**config.mk**
```make
export PLATFORM = sky130hd
export DESIGN_NAME = lock_flight_ctrl
export DESIGN_NICKNAME = d
export VERILOG_FILES = /design/src/rtl/lock_flight_ctrl.sv
export SDC_FILE = /design/constraint.sdc
export NUM_CORES = 1
export LEC_CHECK = 0
export BUFFER_PORTS_ARGS = -buffer_cell sky130_fd_sc_hd__buf_2
export CORE_MARGIN = 8
export CORE_UTILIZATION = 53
export CTS_BUF_LIST = sky130_fd_sc_hd__clkbuf_8
export DETAILED_ROUTE_END_ITERATION = 6
export GPL_TIMING_DRIVEN = 0
export MAX_ROUTING_LAYER = met4
export PLACE_DENSITY = 0.86
export SYNTH_ARGS = -nofsm -noshare
export SYNTH_HDL_FRONTEND = slang
export SYNTH_SLANG_ARGS = --single-unit
```
**constraint.sdc**
```tcl
create_clock -name clk -period 5.68 [get_ports clk]
set_clock_uncertainty 0.15 [all_clocks]
set_input_delay 1.136 -clock clk [delete_from_list [all_inputs] [get_ports clk]]
set_output_delay 1.136 -clock clk [all_outputs]
set_load 0.01 [all_outputs]
```
**src/rtl/lock_flight_ctrl.sv**
```systemverilog
// Flight-of-locks controller: walks one gondola chamber by chamber between the
// outer and inner reservoirs, equalising water across each gate before opening it.
module lock_flight_ctrl #(
    parameter int N_CHAMBERS  = 2,
    parameter int WW          = 8,
    parameter int STEP        = 1,
    parameter int RESET_LEVEL = 0
) (
    input  logic                              clk,
    input  logic                              rst,
    input  logic                              req_in,
    input  logic                              req_out,
    input  logic                              gondola_moved,
    input  logic                              hold,
    input  logic [WW-1:0]                     outer_level,
    input  logic [WW-1:0]                     inner_level,
    output logic [N_CHAMBERS*WW-1:0]          levels,
    output logic [N_CHAMBERS:0]               gate_open,
    output logic [N_CHAMBERS-1:0]             fill,
    output logic [N_CHAMBERS-1:0]             drain,
    output logic [$clog2(N_CHAMBERS+2)-1:0]   pos,
    output logic                              dir,
    output logic                              busy,
    output logic                              done
);

    localparam int PW = $clog2(N_CHAMBERS + 2);
    localparam logic [PW-1:0] POS_ONE  = PW'(1);
    localparam logic [PW-1:0] POS_LAST = PW'(N_CHAMBERS + 1);
    localparam logic [WW-1:0] STEP_W   = WW'(STEP);
    localparam logic [WW-1:0] LVL_RST  = WW'(RESET_LEVEL);

    typedef enum logic [1:0] {
        IDLE,
        MATCH,
        OPEN,
        CLOSE
    } state_t;

    state_t                  state, state_n;
    logic [WW-1:0]           lvl   [N_CHAMBERS];
    logic [WW-1:0]           lvl_n [N_CHAMBERS];
    logic [N_CHAMBERS:0]     gate_n;
    logic [N_CHAMBERS-1:0]   fill_n, drain_n;
    logic [PW-1:0]           pos_n;
    logic                    dir_n, busy_n, done_n;

    // Gate under service and the chamber/target pair it implies.
    int                      gi;
    int                      adj_idx;
    int                      src_idx;
    logic                    src_outer, src_inner;
    logic [WW-1:0]           cur, src_lvl, tgt, diff, nxt;

    always_comb begin
        gi        = dir ? int'(pos) - 1 : int'(pos);
        adj_idx   = 0;
        src_idx   = 0;
        src_outer = 1'b0;
        src_inner = 1'b0;
        if (!dir) begin
            if (gi == N_CHAMBERS) begin
                adj_idx   = gi - 1;
                src_inner = 1'b1;
            end else begin
                adj_idx   = gi;
                src_outer = (gi == 0);
                src_idx   = gi - 1;
            end
        end else begin
            if (gi == 0) begin
                adj_idx   = 0;
                src_outer = 1'b1;
            end else begin
                adj_idx   = gi - 1;
                src_inner = (gi == N_CHAMBERS);
                src_idx   = gi;
            end
        end

        cur     = '0;
        src_lvl = '0;
        for (int k = 0; k < N_CHAMBERS; k++) begin
            if (k == adj_idx) cur = lvl[k];
            if (k == src_idx) src_lvl = lvl[k];
        end
        tgt = src_outer ? outer_level : (src_inner ? inner_level : src_lvl);

        // Step toward the target, landing exactly on it once within one STEP.
        diff = (cur < tgt) ? (tgt - cur) : (cur - tgt);
        if (diff <= STEP_W) begin
            nxt = tgt;
        end else if (cur < tgt) begin
            nxt = cur + STEP_W;
        end else begin
            nxt = cur - STEP_W;
        end
    end

    always_comb begin
        // NOTE: every comb output gets a default first so no path infers a latch.
        state_n = state;
        lvl_n   = lvl;
        gate_n  = gate_open;
        fill_n  = '0;
        drain_n = '0;
        pos_n   = pos;
        dir_n   = dir;
        done_n  = 1'b0;

        if (!hold) begin
            case (state)
                IDLE: begin
                    if (req_in) begin
                        dir_n   = 1'b0;
                        pos_n   = '0;
                        state_n = MATCH;
                    end else if (req_out) begin
                        dir_n   = 1'b1;
                        pos_n   = POS_LAST;
                        state_n = MATCH;
                    end
                end
                MATCH: begin
                    if (cur == tgt) begin
                        state_n = OPEN;
                        for (int k = 0; k <= N_CHAMBERS; k++) begin
                            gate_n[k] = (k == gi);
                        end
                    end else begin
                        for (int k = 0; k < N_CHAMBERS; k++) begin
                            if (k == adj_idx) begin
                                lvl_n[k]   = nxt;
                                fill_n[k]  = (cur < tgt);
                                drain_n[k] = (cur > tgt);
                            end
                        end
                    end
                end
                OPEN: begin
                    if (gondola_moved) begin
                        gate_n  = '0;
                        pos_n   = dir ? (pos - POS_ONE) : (pos + POS_ONE);
                        state_n = CLOSE;
                    end
                end
                CLOSE: begin
                    if (dir ? (pos == '0) : (pos == POS_LAST)) begin
                        done_n  = 1'b1;
                        state_n = IDLE;
                    end else begin
                        state_n = MATCH;
                    end
                end
                default: state_n = IDLE;
            endcase
        end

        busy_n = (state_n != IDLE);
    end

    always_ff @(posedge clk) begin
        if (rst) begin
            state     <= IDLE;
            // NOTE: the level array is reset deliberately; chamber levels are architectural state.
            for (int k = 0; k < N_CHAMBERS; k++) lvl[k] <= LVL_RST;
            gate_open <= '0;
            fill      <= '0;
            drain     <= '0;
            pos       <= '0;
            dir       <= 1'b0;
            busy      <= 1'b0;
            done      <= 1'b0;
        end else begin
            state     <= state_n;
            lvl       <= lvl_n;
            gate_open <= gate_n;
            fill      <= fill_n;
            drain     <= drain_n;
            pos       <= pos_n;
            dir       <= dir_n;
            busy      <= busy_n;
            done      <= done_n;
        end
    end

    always_comb begin
        levels = '0;
        for (int k = 0; k < N_CHAMBERS; k++) levels[k*WW +: WW] = lvl[k];
    end

endmodule

```
==> flow_summary.toml <==
[outcome]
outcome = "finished, final reports clean"

[sta]
finalSetupTns_ns = 0
min_period_over_period = 0.972
finalCriticalPeriod_ns = 5.52
setup_ws_ns = 0.158
hold_violations = 0
max_freq_mhz = 181
tightest_slew_ns = 0.805
finalMaxSlewViolations = 0
setup_violations = 0
holdWs_ns = 0.343
slew_headroom = 0.458

[layout]
design_area_um2 = 3780
drive_gt1_frac = 0.286
fin_util = 0.691
fin_cells = 513
area_growth_pct = 26.7
nets = 502
seq_area_um2 = 608
diodes = 0
fillers = 412
multi_input_area_um2 = 2400

[hold_path]
worstHoldPathCells = 2
hp-class = "reg2reg"
holdCritStartpoint = "gate_open[0]"
holdPathEnd = "gate_open[0]"

[setup_path]
r2r-start = "pos[0]"
r2r-end = "levels[12]"
rrSetupSlack_ns = 0.16
arrival_ns = 5.57
cp_max_fo = 7
startpoint = "pos[0]"
end_kind = "flop"
critPathKind = "reg2reg"
r2r_cells = 26
cp-start-kind = "flop"
required_ns = 5.72

[route]
totalWireLength_mm = 9.65
final_antenna_net_count = 0
drc = 0
vias = 3263
drt_iter0_markers = 206
avgRoutedWirePerCell_um = 18.8
drtPass1Iterations = 5
detail_route.vias_per_cell = 6.36

[clock_network]
clockBufferDepth = 2
insertion_delay_ns = 0.29
cts_tree = "yes"
ctsRootBufferMaster = "clkbuf_8"
postCtsHoldBufs = 0
cts_inserted_buffers = 5
clock_sinks = 30
path_clk_slew_ns = 0.07
htree_levels = 2

[synth]
ys_ff_latch = 30
syn_inst = 369
synth_common_cells = "ha_1, nand2_1, nor2_1"
synth_area_leader_cell = "dfxtp_1"
synth_ff_type = "dfxtp_1"
synth_top_cells_by_area = "dfxtp_1, ha_1, a211oi_1"
synth_edf_count = 0
synth_nets = 430
synth_top_area_frac = 0.201
async_reset_ff_frac = 0
syn_area_per_cell_um2 = 8.09
yosysUniqueCellTypes = 57
seq_area_frac_synth = 0.201
syn_area_um2 = 2990
yosys_warnings = 0

[pwr]
power_frac_seq = 0.209
p_clk_frac = 0.206
leakage_nw = 1.72
pwr-share-comb = 0.585
irDropWorstVdd_mv = 0.216
p_sw_mw = 0.469
p_int_mw = 0.626
switching_share = 0.428
power_mw = 1.10
power.density_nw_per_um2 = 289

[die]
die_x_um = 91.1
die_y_um = 91.1
rows = 27
ioPinCount = 50
start_util = 0.546
die-area_um2 = 8290
core_area_um2 = 5470

[placement]
hpwl_mm = 6.42
numPortBuffers = 48
dpl.cell_count = 489
place_area_um2 = 3330
gp_congestion = 0.931
preCtsSetupSlack_ns = -0.721

[global_route]
overflow = 0
first_global_vias = 3141
antenna_found_initial = 0
grt_pass1_wl_mm = 14.8
grt_max_degree = 11
gr-usage-all-layers = 0.219

[flow_run]
drv_cap = 0
## worst max-delay path: stages (launching register included)
cell and delay, ns:
dfxtp_4 0.35, inv_1 0.08, ha_1 0.33, nand2_1 0.13
o21ai_4 0.10, inv_2 0.08, ha_4 0.17, nand2_1 0.06
ha_1 0.17, nor2b_1 0.15, a31oi_4 0.24, buf_6 0.19
mux2i_1 0.20, o211ai_1 0.09, o21ai_1 0.16, ha_1 0.28
clkbuf_4 0.19, a21o_1 0.25, a31oi_4 0.22, nand2_4 0.13
inv_4 0.12, mux4_2 0.54, a2111oi_4 0.32, nand3_4 0.15
buf_12 0.17, mux2i_1 0.14, a211oi_1 0.25
## state kept, by name, summed over array words and instances (netlist names)
| register | cells |
|---|---|
| levels | 16 |
| fill | 2 |
| pos | 2 |
| busy | 1 |
| done | 1 |
| state | 2 |
| gate_open | 3 |
| dir | 1 |
| drain | 2 |
## timing repair
action | CTS | global route
buffers inserted | 6 | 12
gates resized for setup | 23 | 28
pin swaps | 4 | 11
setup endpoints to repair | 18 | 18
## cells by family (layout without fill, tap and decap cells)
kind of cell | after synthesis | in the layout | share of synthesized area
AND/OR/NAND/NOR | 113 | 113 | 0.194
adder cells (fa/ha/maj) | 39 | 39 | 0.173
AO/OA/AOI/OAI | 108 | 108 | 0.252
multiplexers | 25 | 25 | 0.0930
XOR/XNOR | 10 | 10 | 0.0293
buffers and inverters | 44 | 116 | 0.0574
flip-flops | 30 | 30 | 0.201
## cells in the final DEF, fill, tap and decap left out, drive strengths merged, types with 2 or more instances in the layout
cell / count
nand2b: 3
ha: 35
nand2: 36
nand4: 3
a31oi: 4
a21oi: 25
mux2i: 15
o211ai: 12
nor2: 35
nor3b: 2
clkbuf: 17
fa: 4
nand3b: 4
nor4: 2
buf: 68
mux2: 9
nand3: 6
xnor2: 8
or2: 2
a21o: 6
or3: 3
nor4b: 4
a211oi: 23
a2111oi: 2
dfxtp: 30
o21ai: 23
nor2b: 3
xor2: 2
inv: 30
o21a: 2
a211o: 2
and2: 7
## cell type report
class / count / area share
Timing Repair Buffer: 66 / 0.104
Multi-Input combinational cell: 295 / 0.635
Clock inverter: 1 / 0.00794
Tap cell: 72 / 0.0238
Clock buffer: 6 / 0.0218
Inverter: 30 / 0.0304
Buffer: 13 / 0.0169
Sequential cell: 30 / 0.161
## metal layers
metal	share of wire	GRT usage	vias up
li1	-	-	1476
met3	0.083	0.0551	46
met2	0.50	0.372	196
met4	0.039	0.0996	0
met1	0.38	0.235	1545
met5	0	-	-
## worst max-delay path by stage
| stage | end | slack (ns) |
|---|---|---|
| after floorplan | levels[15] | 0.09 |
| after global placement | levels[15] | -0.56 |
| after detailed placement | levels[1] | -0.72 |
| after CTS | levels[1] | 0.04 |
| after global routing | levels[12] | -0.07 |
| final | levels[12] | 0.16 |
## power groups by stage
stage	Sequential [mW]	Clock [mW]	Combinational, mW
2_1_floorplan	0.238	0	0.408
3_3_place_gp	0.234	0	0.510
3_5_place_dp	0.235	0	0.528
4_1_cts	0.230	0.226	0.567
5_1_grt	0.230	0.232	0.689
6_report	0.229	0.226	0.640
(Power assumes the default switching activity.)
